### src/rtl/bias_stream_ctrl_if.sv
// Handshake, bias ROM and output stream signals of bias_stream_ctrl.
// The slave modport is the controller side; the master modport is the
// environment side (start source, ROM, consumer FIFO).
interface bias_stream_ctrl_if #(
    parameter int DATA_W = 16,
    parameter int KERN   = 64
);
    localparam int ADDR_W = (KERN > 1) ? $clog2(KERN) : 1;

    logic              ap_start;
    logic              ap_idle;
    logic              ap_done;
    logic [ADDR_W-1:0] bias_address;
    logic              bias_ce;
    logic [DATA_W-1:0] bias_q;
    logic [DATA_W-1:0] output_V_din;
    logic              output_V_full_n;
    logic              output_V_write;

    modport slave (
        input  ap_start, bias_q, output_V_full_n,
        output ap_idle, ap_done, bias_address, bias_ce, output_V_din, output_V_write
    );

    modport master (
        output ap_start, bias_q, output_V_full_n,
        input  ap_idle, ap_done, bias_address, bias_ce, output_V_din, output_V_write
    );
endinterface

### src/rtl/bias_stream_ctrl.sv
// Bias stream controller: sweeps the bias ROM REPS times per frame and
// streams every word, in order, into a consumer FIFO through a 2-entry
// skid buffer that absorbs the one-cycle ROM read latency.
//
// state   | meaning
// --------+-----------------------------------------------------------
// S_IDLE  | waiting for ap_start; ap_idle high
// S_RUN   | issuing ROM reads while the buffer has room
// S_DRAIN | all reads issued; emptying buffer and in-flight read
module bias_stream_ctrl #(
    parameter int DATA_W = 16,
    parameter int KERN   = 64,
    parameter int REPS   = 1024
) (
    input  logic ap_clk,
    input  logic ap_rst,
    bias_stream_ctrl_if.slave bus
);
    localparam int ADDR_W = (KERN > 1) ? $clog2(KERN) : 1;
    localparam int REP_W  = (REPS > 1) ? $clog2(REPS) : 1;

    localparam logic [ADDR_W-1:0] ADDR_LAST = ADDR_W'(KERN - 1);
    localparam logic [REP_W-1:0]  REP_LAST  = REP_W'(REPS - 1);

    localparam logic [1:0] S_IDLE  = 2'd0;
    localparam logic [1:0] S_RUN   = 2'd1;
    localparam logic [1:0] S_DRAIN = 2'd2;

    logic [1:0]        state;
    logic [ADDR_W-1:0] addr;
    logic [REP_W-1:0]  rep;
    logic [DATA_W-1:0] mem [2];
    logic              rd_ptr;
    logic              wr_ptr;
    logic [1:0]        buf_count;
    logic              inflight;
    logic              done_q;

    logic              pop;
    logic              ce;
    logic              start_ok;
    logic              last_read;
    logic [1:0]        count_next;

    // Read-enable throttle, stream strobe and next buffer occupancy.
    // Outputs are also gated by ap_rst so an aborted frame emits nothing
    // in the reset cycle itself.
    always_comb begin
        pop        = (buf_count != 2'd0) && bus.output_V_full_n && !ap_rst;
        ce         = (state == S_RUN) && !ap_rst &&
                     (({1'b0, buf_count} + {2'b00, inflight}) < (3'd2 + {2'b00, pop}));
        count_next = buf_count + {1'b0, inflight} - {1'b0, pop};
        last_read  = ce && (addr == ADDR_LAST) && (rep == REP_LAST);
        // done_q blocks a start in the same cycle as the done pulse
        start_ok   = (state == S_IDLE) && bus.ap_start && !done_q;
    end

    // Frame sequencing; done pulses on the first IDLE cycle after a frame.
    always_ff @(posedge ap_clk) begin
        if (ap_rst) begin
            state  <= S_IDLE;
            done_q <= 1'b0;
        end else begin
            done_q <= 1'b0;
            case (state)
                S_IDLE:  if (start_ok) state <= S_RUN;
                S_RUN:   if (last_read) state <= S_DRAIN;
                S_DRAIN: begin
                    if (count_next == 2'd0 && !inflight) begin
                        state  <= S_IDLE;
                        done_q <= 1'b1;
                    end
                end
                default: state <= S_IDLE;
            endcase
        end
    end

    // Address/rep counters advance on every issued ROM read.
    always_ff @(posedge ap_clk) begin
        if (ap_rst || start_ok) begin
            addr <= '0;
            rep  <= '0;
        end else if (ce) begin
            if (addr == ADDR_LAST) begin
                addr <= '0;
                rep  <= (rep == REP_LAST) ? '0 : rep + 1'b1;
            end else begin
                addr <= addr + 1'b1;
            end
        end
    end

    // Two-entry buffer: capture ROM data one cycle after the read, pop on write.
    always_ff @(posedge ap_clk) begin
        if (ap_rst) begin
            mem[0]    <= '0;
            mem[1]    <= '0;
            rd_ptr    <= 1'b0;
            wr_ptr    <= 1'b0;
            buf_count <= 2'd0;
            inflight  <= 1'b0;
        end else begin
            inflight <= ce;
            if (inflight) begin
                mem[wr_ptr] <= bus.bias_q;
                wr_ptr      <= ~wr_ptr;
            end
            if (pop) rd_ptr <= ~rd_ptr;
            buf_count <= count_next;
        end
    end

    assign bus.ap_idle        = (state == S_IDLE);
    assign bus.ap_done        = done_q && !ap_rst;
    assign bus.bias_address   = addr;
    assign bus.bias_ce        = ce;
    assign bus.output_V_write = pop;
    assign bus.output_V_din   = mem[rd_ptr];

endmodule

### src/flat_wrapper.sv
// flat-port wrapper written by rule: the top's interface ports become plain ports
module bias_stream_ctrl_flat 
#(
    parameter int DATA_W = 16,
    parameter int KERN   = 64,
    parameter int REPS   = 1024
)
  (ap_clk, ap_rst, bus_ap_start, bus_bias_q, bus_output_V_full_n, bus_ap_idle, bus_ap_done, bus_bias_address, bus_bias_ce, bus_output_V_din, bus_output_V_write);
  bias_stream_ctrl_if #(.DATA_W(DATA_W), .KERN(KERN)) bus_i ();
  input  logic ap_clk;
  input  logic ap_rst;
  input wire logic [$bits(bus_i.ap_start)-1:0] bus_ap_start;
  input wire logic [$bits(bus_i.bias_q)-1:0] bus_bias_q;
  input wire logic [$bits(bus_i.output_V_full_n)-1:0] bus_output_V_full_n;
  output wire logic [$bits(bus_i.ap_idle)-1:0] bus_ap_idle;
  output wire logic [$bits(bus_i.ap_done)-1:0] bus_ap_done;
  output wire logic [$bits(bus_i.bias_address)-1:0] bus_bias_address;
  output wire logic [$bits(bus_i.bias_ce)-1:0] bus_bias_ce;
  output wire logic [$bits(bus_i.output_V_din)-1:0] bus_output_V_din;
  output wire logic [$bits(bus_i.output_V_write)-1:0] bus_output_V_write;
  assign bus_i.ap_start = bus_ap_start;
  assign bus_i.bias_q = bus_bias_q;
  assign bus_i.output_V_full_n = bus_output_V_full_n;
  assign bus_ap_idle = bus_i.ap_idle;
  assign bus_ap_done = bus_i.ap_done;
  assign bus_bias_address = bus_i.bias_address;
  assign bus_bias_ce = bus_i.bias_ce;
  assign bus_output_V_din = bus_i.output_V_din;
  assign bus_output_V_write = bus_i.output_V_write;
  bias_stream_ctrl #(.DATA_W(DATA_W), .KERN(KERN), .REPS(REPS)) u_core (.ap_clk(ap_clk), .ap_rst(ap_rst), .bus(bus_i));
endmodule
### config.mk
export PLATFORM = sky130hd
export DESIGN_NAME = bias_stream_ctrl_flat
export DESIGN_NICKNAME = d
export VERILOG_FILES = /design/src/rtl/bias_stream_ctrl_if.sv /design/src/rtl/bias_stream_ctrl.sv /design/src/flat_wrapper.sv
export SDC_FILE = /design/constraint.sdc
export NUM_CORES = 1
export LEC_CHECK = 0
export CAP_MARGIN = 20
export CORE_MARGIN = 10
export CORE_UTILIZATION = 41
export DETAILED_ROUTE_END_ITERATION = 10
export PLACE_DENSITY = 0.65
export RECOVER_POWER = 100
export SLEW_MARGIN = 10
export SYNTH_ARGS = -nofsm -noshare
export SYNTH_HDL_FRONTEND = slang
export SYNTH_SLANG_ARGS = --single-unit
### constraint.sdc
create_clock -name ap_clk -period 2.4 [get_ports ap_clk]
set_input_delay 0.36 -clock ap_clk [delete_from_list [all_inputs] [get_ports ap_clk]]
set_output_delay 0.36 -clock ap_clk [all_outputs]
set_load 0.1 [all_outputs]
==> results.json, run 1 <==
{
  "drt-vias-per-instance": 5.38,
  "dominant_combinational_cell_family_by_area_after_synthesis": "simple AND/OR/NAND/NOR gates",
  "netlist_area_um2": 2670,
  "h-tree-depth": 3,
  "power_density_nw_per_um2": 727,
  "postSynthNetCount": 266,
  "number_of_buffers_created_by_cts": 9,
  "seq_area_frac_synth_pct": 54.7,
  "p_int_w": 0.00195,
  "place_congestion": 0.884,
  "dpl_cell_area_um2": 3540,
  "post_route_cell_area_um2": 3810,
  "critPathArrivalTime_ns": 2.01,
  "layout.filler_cells": 488,
  "gr-usage-all-layers_pct": 12.9,
  "clock_skew_ns": 0.00800,
  "antennaDiodeCount": 0,
  "status": "complete, no violations",
  "cts.reportedPaths.clkPinSlew_ns": 0.06,
  "ys_dominant_reg_cell": "sky130_fd_sc_hd__edfxtp_1",
  "fmax_ghz": 0.422,
  "min-delay-path-class": "reg2reg",
  "io_pins": 46,
  "synth.area.mux_share_pct": 7.50,
  "timing.final.setup_violations": 0,
  "netSwitchingPower_w": 0.000821,
  "yosys.area_share.adder_pct": 2.81,
  "slew_viol_final": 0,
  "synth_simple_gate_area_share_pct": 21.9,
  "layout_common_cells": "sky130_fd_sc_hd__and2_1, sky130_fd_sc_hd__edfxtp_1, sky130_fd_sc_hd__buf_4",
  "drive_above_1_share_pct": 30.1,
  "hold_viol": 0,
  "rsz_0062_raised_after_global_routing": "yes",
  "worst_setup_path_start_kind": "register",
  "detailroute.via_count": 2094,
  "final.min_clock_period_ns": 2.37,
  "timing.critical_path.required_ns": 2.04,
  "critPathMostFrequentCell": "sky130_fd_sc_hd__ha_4",
  "drtAntennaViolNets": 0,
  "synth_xor_xnor_area_share_pct": 1.55,
  "critical_path_class": "reg2out",
  "cts_max_path_buffers": 2,
  "mostFrequentLayoutCell": "sky130_fd_sc_hd__and2_1",
  "power.share.switching_pct": 29.6,
  "drt_first_iter_violations": 73,
  "yosysUniqueCellTypes": 39,
  "post-dp-hpwl_mm": 4.59,
  "clock_power_share_pct": 34.7,
  "maxCapViolCount": 0,
  "die_width_um": 101,
  "critical_path.max_fanout": 8,
  "antenna_found_initial": 0,
  "worst_setup_path_end_kind": "output port",
  "vias_in_the_first_global_route": 2032,
  "synth.avg_cell_area_um2": 11.1,
  "fin_util_pct": 60.0,
  "drt_drc_violations_left": 0,
  "clock-sinks": 57,
  "number_of_synthesized_register_bits": 57,
  "hold_buffers": 0,
  "async_flop_share_pct": 0,
  "grt_max_degree": 21,
  "num_rows": 29,
  "hold_ws_ns": 0.479,
  "finalSetupTns_ns": 0,
  "grt_overflow_total": 0,
  "cts_tree": "yes",
  "synth-compound-area-share_pct": 8.72,
  "vdd_drop_max_mv": 0.450,
  "pwr-share-seq_pct": 39.9,
  "synth_top_cells_by_area": "sky130_fd_sc_hd__edfxtp_1, sky130_fd_sc_hd__dfxtp_1, sky130_fd_sc_hd__and2_1, sky130_fd_sc_hd__mux2_2, sky130_fd_sc_hd__ha_1",
  "actual_slew_at_the_worst_max_slew_pin_ns": 1.22,
  "post_route_fraction_of_the_period_consumed_by_the_critical_path_pct": 98.8,
  "worst_slew_margin_rel_pct": 19.1,
  "clk_lat_worst_skew_ns": 0.33,
  "avgRoutedWirePerCell_um": 16.4,
  "crit_path_max_delay_cell_type": "sky130_fd_sc_hd__or4b_4",
  "floorplan.initialDensity_pct": 42.0,
  "areaGrowthSynthToFinish_pct": 42.8,
  "drt_pre_antenna_iters": 4,
  "port_buffers": 45,
  "cp_slowest_stage_delay_ns": 0.53,
  "leakage_nw": 1.42,
  "fin_nets": 333,
  "power_frac_comb_pct": 25.4,
  "full_die_area_um2": 10100,
  "design.core.area_um2": 6350,
  "grt_first_pass_wirelength_mm": 10.3,
  "synth_area_leader_cell": "sky130_fd_sc_hd__edfxtp_1",
  "root_buf_cell": "sky130_fd_sc_hd__clkbuf_8",
  "syn_inst": 240,
  "synth.top_cell.area_share_pct": 36.0,
  "synth-edff-count": 32,
  "die_h_um": 101,
  "critical_path.cell_chain": "ha_4 > ha_4 > or4b_4 > buf_8 > nor2_4 > buf_12",
  "power_w": 0.00277,
  "yosysWarningCount": 0,
  "wirelength_mm": 6.40
}
-- registers in the layout (all words and copies together), names as in the netlist, named ones only --
signal,flops
u_core.mem,32
u_core.rep,10
u_core.bus.bias_address,6
u_core.buf_count,2
u_core.state,2
u_core.done_q,1
u_core.inflight,1
u_core.rd_ptr,1
u_core.wr_ptr,1
-- synthesized netlist by cell type, types with 3 or more instances --
cell type and instances:
sky130_fd_sc_hd__a211oi_1 3, sky130_fd_sc_hd__a21oi_1 12, sky130_fd_sc_hd__and2_1 33, sky130_fd_sc_hd__buf_1 3, sky130_fd_sc_hd__clkbuf_1 10, sky130_fd_sc_hd__dfxtp_1 25, sky130_fd_sc_hd__edfxtp_1 32, sky130_fd_sc_hd__ha_1 6
sky130_fd_sc_hd__inv_1 7, sky130_fd_sc_hd__mux2_2 16, sky130_fd_sc_hd__nand2_1 9, sky130_fd_sc_hd__nand3_1 11, sky130_fd_sc_hd__nand4_1 5, sky130_fd_sc_hd__nor2_1 11, sky130_fd_sc_hd__nor3_1 4, sky130_fd_sc_hd__nor4b_1 3
sky130_fd_sc_hd__o21ai_0 5, sky130_fd_sc_hd__o22ai_1 3, sky130_fd_sc_hd__o31ai_1 6, sky130_fd_sc_hd__or3_1 6, sky130_fd_sc_hd__or4_1 6
-- repair_timing --
| item | 4_1_cts | 5_1_grt |
|---|---|---|
| pin swaps | 1 | 2 |
| resized for setup | 5 | 7 |
| setup endpoints to repair | 3 | 10 |
| setup buffers | 0 | 2 |
| endpoints found under the hold margin | 0 | 0 |
-- per-stage QoR --
stage               setup slack [ns]  instances
floorplan                     -0.343        240
global placement             -0.0816        371
detailed placement            -0.115        371
CTS                           0.0129        387
global route                 -0.0210        389
finish                        0.0300        389
-- layer usage --
layer | global-route usage, % | vias up | routed length, µm
met4 | 6.30 | 0 | 118
met3 | 3.50 | 14 | 368
met1 | 15.2 | 1000 | 2700
li1 | - | 1023 | -
met2 | 21.1 | 57 | 3210
met5 | 0 | - | 0
-- critical path, delay by kind of cell, from the launching register on --
family                     cells  cell delay (ns)
DFF                            1             0.34
and+or+nand+nor                2             0.67
adders and majority gates      2             0.32
buffers and inverters          2             0.34
-- cell families (layout without fill, tap and decap cells) --
family	count (synthesis)	after routing
AOI/OAI and AO/OA	36	36
xor gates and xnor gates	3	3
adders and majority gates	6	6
buffers and inverters	20	92
DFF	57	57
muxes	18	18
and+or+nand+nor	100	100
-- cell type report --
class | count | area (µm²) | area share [%]
Multi-Input combinational cell | 163 | 1190 | 31.2
Sequential cell | 57 | 1470 | 38.6
Timing Repair Buffer | 69 | 812 | 21.3
Clock inverter | 2 | 35.0 | 0.919
Tap cell | 77 | 96.3 | 2.53
Inverter | 7 | 26.3 | 0.689
Clock buffer | 14 | 183 | 4.79
-- path summary, 6_finish.rpt --
check | start | to | slack [ns] | depth (start not counted)
setup / recovery | u_core.inflight | bus_bias_ce | 0.03 | 6
setup reg to reg | u_core.inflight | u_core.rep[2] | 0.05 | 7
hold / removal | u_core.bus.bias_address[4] | u_core.bus.bias_address[4] | 0.48 | 2
hold reg to reg | u_core.bus.bias_address[4] | u_core.bus.bias_address[4] | 0.48 | 2
-- power groups by stage --
stage,combinational (W),sequential (W),clock [W]
floorplan,0.000424,0.00112,0
global placement,0.000684,0.00112,0
detailed placement,0.000693,0.00112,0
CTS,0.000699,0.00110,0.000983
global route,0.000738,0.00111,0.00102
finish,0.000704,0.00111,0.000962
Note: power is estimated with default switching activity, not from simulation.
==> run 2, diff against run 1 <==
- ABC_AREA: default -> 1
- PLACE_DENSITY: 0.65 -> 0.62
- clock period: 2.4 -> 2.85 ns (I/O delays scaled with it)
==> results.json, run 2 <==
{
  "vdd_drop_max_mv": 0.315,
  "min-delay-path-class": "reg2reg",
  "antennaDiodeCount": 0,
  "yosysMostFrequentCell": "sky130_fd_sc_hd__nor2_1",
  "drt_drc_violations_left": 0,
  "cts_max_path_buffers": 2,
  "rsz_0062_raised_after_global_routing": "no",
  "layout.filler_cells": 622,
  "number_of_buffers_created_by_cts": 9,
  "drt-vias-per-instance": 4.68,
  "avgRoutedWirePerCell_um": 12.9,
  "critPathArrivalTime_ns": 2.12,
  "drt_first_iter_violations": 65,
  "post_route_fraction_of_the_period_consumed_by_the_critical_path_pct": 89.3,
  "root_buf_cell": "sky130_fd_sc_hd__clkbuf_8",
  "areaGrowthSynthToFinish_pct": 21.2,
  "grt_first_pass_wirelength_mm": 9.60,
  "power_density_nw_per_um2": 612,
  "finalSetupTns_ns": 0,
  "hold_buffers": 0,
  "port_buffers": 45,
  "syn_inst": 294,
  "post_cts_resize_count": 0,
  "io_pins": 46,
  "final.min_clock_period_ns": 2.55,
  "leakage_nw": 1.41,
  "largest_register_ffs": 32,
  "design.core.area_um2": 6350,
  "dpl.cell_count": 415,
  "yosysUniqueCellTypes": 29,
  "setup.reg_to_reg.worst_slack_ns": 0.69,
  "num_rows": 29,
  "synth.top_cell.area_share_pct": 35.7,
  "drive_above_1_share_pct": 15.8,
  "top_cells_by_count_synth": "sky130_fd_sc_hd__nor2_1, sky130_fd_sc_hd__nand2_1, sky130_fd_sc_hd__inv_1",
  "hold_viol": 0,
  "clk_lat_worst_skew_ns": 0.33,
  "full_die_area_um2": 10200,
  "number_of_synthesized_register_bits": 57,
  "vias_in_the_first_global_route": 2079,
  "seq_area_frac_synth_pct": 54.2,
  "place_congestion": 0.824,
  "gr-usage-all-layers_pct": 11.7,
  "antenna_found_initial": 0,
  "synth-edff-count": 32,
  "worst_setup_path_end_kind": "output port",
  "final-instance-count-excl-fill": 431,
  "postSynthNetCount": 320,
  "synth_area_leader_cell": "sky130_fd_sc_hd__edfxtp_1",
  "mostFrequentLayoutCell": "sky130_fd_sc_hd__nor2_1",
  "floorplan.initialDensity_pct": 42.4,
  "fmax_ghz": 0.393,
  "cts.reportedPaths.clkPinSlew_ns": 0.06,
  "fin_nets": 375,
  "cts_tree": "yes",
  "die_width_um": 101,
  "wirelength_mm": 5.57,
  "yosysWarningCount": 0,
  "critical_path.max_fanout": 7,
  "drtAntennaViolNets": 0,
  "ys_dominant_reg_cell": "sky130_fd_sc_hd__edfxtp_1",
  "worst_setup_path_start_kind": "input port",
  "clock-sinks": 57,
  "register_with_the_most_flip_flops": "u_core.mem",
  "async_flop_share_pct": 0,
  "h-tree-depth": 3,
  "maxCapViolCount": 0,
  "synth_top_cells_by_area": "sky130_fd_sc_hd__edfxtp_1, sky130_fd_sc_hd__dfxtp_1, sky130_fd_sc_hd__nor2_1, sky130_fd_sc_hd__mux2_2, sky130_fd_sc_hd__nand2_1",
  "actual_slew_at_the_worst_max_slew_pin_ns": 1.18,
  "die_h_um": 101,
  "grt_max_degree": 20,
  "detailroute.via_count": 2015,
  "post_cts_setup_inserts": 0,
  "layout_common_cells": "sky130_fd_sc_hd__nor2_1, sky130_fd_sc_hd__nand2_1, sky130_fd_sc_hd__inv_1",
  "status": "complete, no violations",
  "synth.avg_cell_area_um2": 9.17,
  "critical_path_class": "in2out",
  "timing.critical_path.required_ns": 2.42,
  "drt_pre_antenna_iters": 4,
  "slew_viol_final": 0,
  "timing.final.setup_violations": 0,
  "clock_skew_ns": 0.00700,
  "netlist_area_um2": 2700,
  "grt_overflow_total": 0,
  "post-dp-hpwl_mm": 4.02,
  "worst_slew_margin_rel_pct": 21.6
}
[run 2: cell count changes in the layout (fill, tap and decap cells not counted), sizes merged, moves of 21 or more]
cell	change
nor2	+55
buf	-45
nand2	+39
inv	+36
and2	-33
clkbuf	+21
[run 2: kinds of logic after synthesis]
| group | count (synthesis) | share of synthesized area (%) |
|---|---|---|
| simple gates | 138 | 22.5 |
| compound gates | 23 | 4.64 |
| xor+xnor | 5 | 1.62 |
| flops | 57 | 54.2 |
| fa+ha+maj | 6 | 2.79 |
| buf+inv | 49 | 7.57 |
| mux | 16 | 6.69 |
[run 2: path summary, 6_finish.rpt]
kind	depth (start not counted)	start	endpoint
worst max-delay path	4	ap_rst	bus_ap_done
worst max register to register	7	u_core.inflight	u_core.rep[8]
worst min-delay path	1	u_core.rd_ptr	u_core.rd_ptr
worst min register to register	1	u_core.rd_ptr	u_core.rd_ptr
[run 2: power by group]
part | switching [W] | internal, W
clock | 0.000316 | 0.000397
sequential | 0.0000203 | 0.000903
combinational | 0.000274 | 0.0000879
total | 0.000610 | 0.00139
[run 2: final cells by class]
class / instances / area (µm²) / share of cell area (%)
repair buffers: 50 / 357 / 10.9
flip-flops and latches: 57 / 1460 / 44.8
clock inverters: 6 / 58.8 / 1.80
multi-input cells: 188 / 1000 / 30.7
clock buffers: 10 / 128 / 3.91
well taps: 77 / 96.3 / 2.95
inverters: 43 / 161 / 4.94
[run 2: metal layers]
metal  GRT usage [%]  wire length [µm]  share of wire [%]
met5               0                 0                  0
met4            5.25                52               0.93
met1            12.9              2380                 43
met3            5.49               442                7.9
met2            18.6              2700                 48
[run 2: worst max-delay path, cell delays in order]
cell                             delay, ns
sky130_fd_sc_hd__dlygate4sd3_1        0.62
sky130_fd_sc_hd__buf_4                0.19
sky130_fd_sc_hd__nor2_1               0.11
sky130_fd_sc_hd__dlymetal6s2s_1       0.76
[run 2: metrics by stage]
step / instance area (µm²) / utilization [%] / worst slack (ns) / total power [W] / hold slack (ns)
final: 3270 / 51.4 / 0.304 / 0.00200 / 0.457
after global routing: 3270 / 51.4 / 0.242 / 0.00209 / 0.482
after CTS: 3400 / 53.5 / 0.532 / 0.00206 / 0.456
after detailed placement: 3210 / 50.5 / 0.315 / 0.00133 / 0.448
after global placement: 3210 / 50.5 / 0.409 / 0.00133 / 0.439
after floorplan: 2700 / - / 0.299 / 0.00123 / 0.425
==> run 3, diff against run 2 <==
- CELL_PAD_IN_SITES_DETAIL_PLACEMENT: default -> 1
- CELL_PAD_IN_SITES_GLOBAL_PLACEMENT: default -> 1
- CORE_UTILIZATION: 41 -> 40
- PLACE_DENSITY: 0.62 -> 0.77
- clock period: 2.85 -> 2.4 ns (I/O delays scaled with it)
==> results.json, run 3 (synthesis results as in run 2) <==
{
  "status": "complete, no violations",
  "critical_path.max_fanout": 2,
  "die_h_um": 102,
  "mostFrequentLayoutCell": "sky130_fd_sc_hd__nor2_1",
  "slew_viol_final": 0,
  "rsz_0062_raised_after_global_routing": "no",
  "rr_worst_depth": 12,
  "wirelength_mm": 6.74,
  "antennaDiodeCount": 0,
  "grt_first_pass_wirelength_mm": 11.2,
  "post_route_fraction_of_the_period_consumed_by_the_critical_path_pct": 93.0,
  "post-dp-hpwl_mm": 4.92,
  "fin_util_pct": 55.5,
  "fmax_ghz": 0.448,
  "worst_setup_path_start_kind": "input port",
  "hp-start": "u_core.rd_ptr",
  "grt_max_degree": 20,
  "timing.rr.start": "u_core.buf_count[0]",
  "clock-sinks": 57,
  "whs_endpoint": "u_core.rd_ptr",
  "timing.final.setup_violations": 0,
  "largest_register_ffs": 32,
  "layout_common_cells": "sky130_fd_sc_hd__nor2_1, sky130_fd_sc_hd__nand2_1, sky130_fd_sc_hd__inv_1",
  "h-tree-depth": 3,
  "drtAntennaViolNets": 0,
  "min-delay-path-class": "reg2reg",
  "fin_nets": 377,
  "actual_slew_at_the_worst_max_slew_pin_ns": 1.17,
  "antenna_found_initial": 0,
  "worst_setup_path_end_kind": "register",
  "num_rows": 29,
  "io_pins": 46,
  "root_buf_cell": "sky130_fd_sc_hd__clkbuf_8",
  "post_cts_resize_count": 0,
  "gr-usage-all-layers_pct": 13.9,
  "leakage_nw": 1.49,
  "maxCapViolCount": 0,
  "post_route_cell_area_um2": 3590,
  "floorplan.initialDensity_pct": 41.7,
  "die_width_um": 102,
  "cts_tree": "yes",
  "full_die_area_um2": 10400,
  "drt-vias-per-instance": 4.99,
  "number_of_buffers_created_by_cts": 9,
  "drt_first_iter_violations": 62,
  "grt_overflow_total": 0,
  "design.core.area_um2": 6460,
  "worst_slew_margin_rel_pct": 22.4,
  "critical_path.reg2reg.endpoint": "u_core.state[1]",
  "drive_above_1_share_pct": 15.2,
  "critPathArrivalTime_ns": 2.45,
  "drt_drc_violations_left": 0,
  "areaGrowthSynthToFinish_pct": 33.1,
  "power_w": 0.00265,
  "power_density_nw_per_um2": 738,
  "port_buffers": 45,
  "drt_pre_antenna_iters": 4,
  "whs_path_depth": 1,
  "clock_skew_ns": 0.00848,
  "vdd_drop_max_mv": 0.450,
  "place_congestion": 0.821,
  "detailroute.via_count": 2159,
  "vias_in_the_first_global_route": 2327,
  "post_cts_setup_inserts": 0,
  "critical_path_class": "in2reg",
  "avgRoutedWirePerCell_um": 15.6,
  "cts.reportedPaths.clkPinSlew_ns": 0.07,
  "hold_viol": 0,
  "setup.reg_to_reg.worst_slack_ns": 0.27,
  "hold_buffers": 0,
  "final.min_clock_period_ns": 2.23,
  "register_with_the_most_flip_flops": "u_core.mem",
  "clk_lat_worst_skew_ns": 0.35,
  "dpl_cell_area_um2": 3450,
  "cts_max_path_buffers": 2,
  "timing.critical_path.required_ns": 2.62
}
## run 3: final cells by class
cell class / count / area [µm²]
multi-input combinational: 188 / 1030
sequential: 57 / 1460
tap: 77 / 96.3
inverter: 43 / 163
fill: 718 / 2870
timing repair buffer: 52 / 614
clock inverter: 7 / 95.1
clock buffer: 9 / 124
## run 3: power by group
| part | leakage (nW) | switching (W) | internal [W] |
|---|---|---|---|
| Combinational | 0.856 | 0.000364 | 0.000185 |
| Clock | 0.0991 | 0.000427 | 0.000582 |
| Sequential | 0.534 | 0.0000172 | 0.00107 |
| Total | 1.49 | 0.000808 | 0.00184 |
## run 3: how the worst max path moves through the flow
stage                    startpoint               to  slack (ns)  cells past startpoint
floorplan                    ap_rst  u_core.state[1]       0.005                     12
global placement             ap_rst  u_core.state[1]        0.08                     12
detailed placement           ap_rst  u_core.state[1]       -0.03                     12
CTS                 u_core.inflight      bus_bias_ce        0.15                      6
global route                 ap_rst  u_core.state[1]        0.05                     12
finish                       ap_rst  u_core.state[1]        0.17                     12
## run 3: routing by layer
metal | track usage, % | share of wire (%) | vias to the layer above
met5 | 0 | 0 | -
met4 | 6.18 | 1.8 | 0
met3 | 5.20 | 5.9 | 8
met2 | 23.0 | 49 | 44
met1 | 15.6 | 43 | 1043
li1 | - | - | 1064
## run 3: stage by stage
step / hold slack, ns / worst slack (ns) / TNS [ns] / std cells
floorplan: 0.425 / 0.00536 / 0 / 294
global placement: 0.436 / 0.0834 / 0 / 417
detailed placement: 0.450 / -0.0271 / -0.0271 / 417
CTS: 0.464 / 0.146 / 0 / 433
global route: 0.488 / 0.0537 / 0 / 433
finish: 0.461 / 0.169 / 0 / 433
## run 3: critical path, cell delays in order
cell	delay [ns]
sky130_fd_sc_hd__clkdlybuf4s50_1	0.53
sky130_fd_sc_hd__nor2_4	0.06
sky130_fd_sc_hd__nand2_1	0.08
sky130_fd_sc_hd__clkinvlp_2	0.13
sky130_fd_sc_hd__ha_2	0.34
sky130_fd_sc_hd__inv_1	0.04
sky130_fd_sc_hd__ha_2	0.17
sky130_fd_sc_hd__xnor2_1	0.18
sky130_fd_sc_hd__xor2_1	0.23
sky130_fd_sc_hd__nand2_1	0.12
sky130_fd_sc_hd__a21oi_1	0.16
sky130_fd_sc_hd__nor2_1	0.05
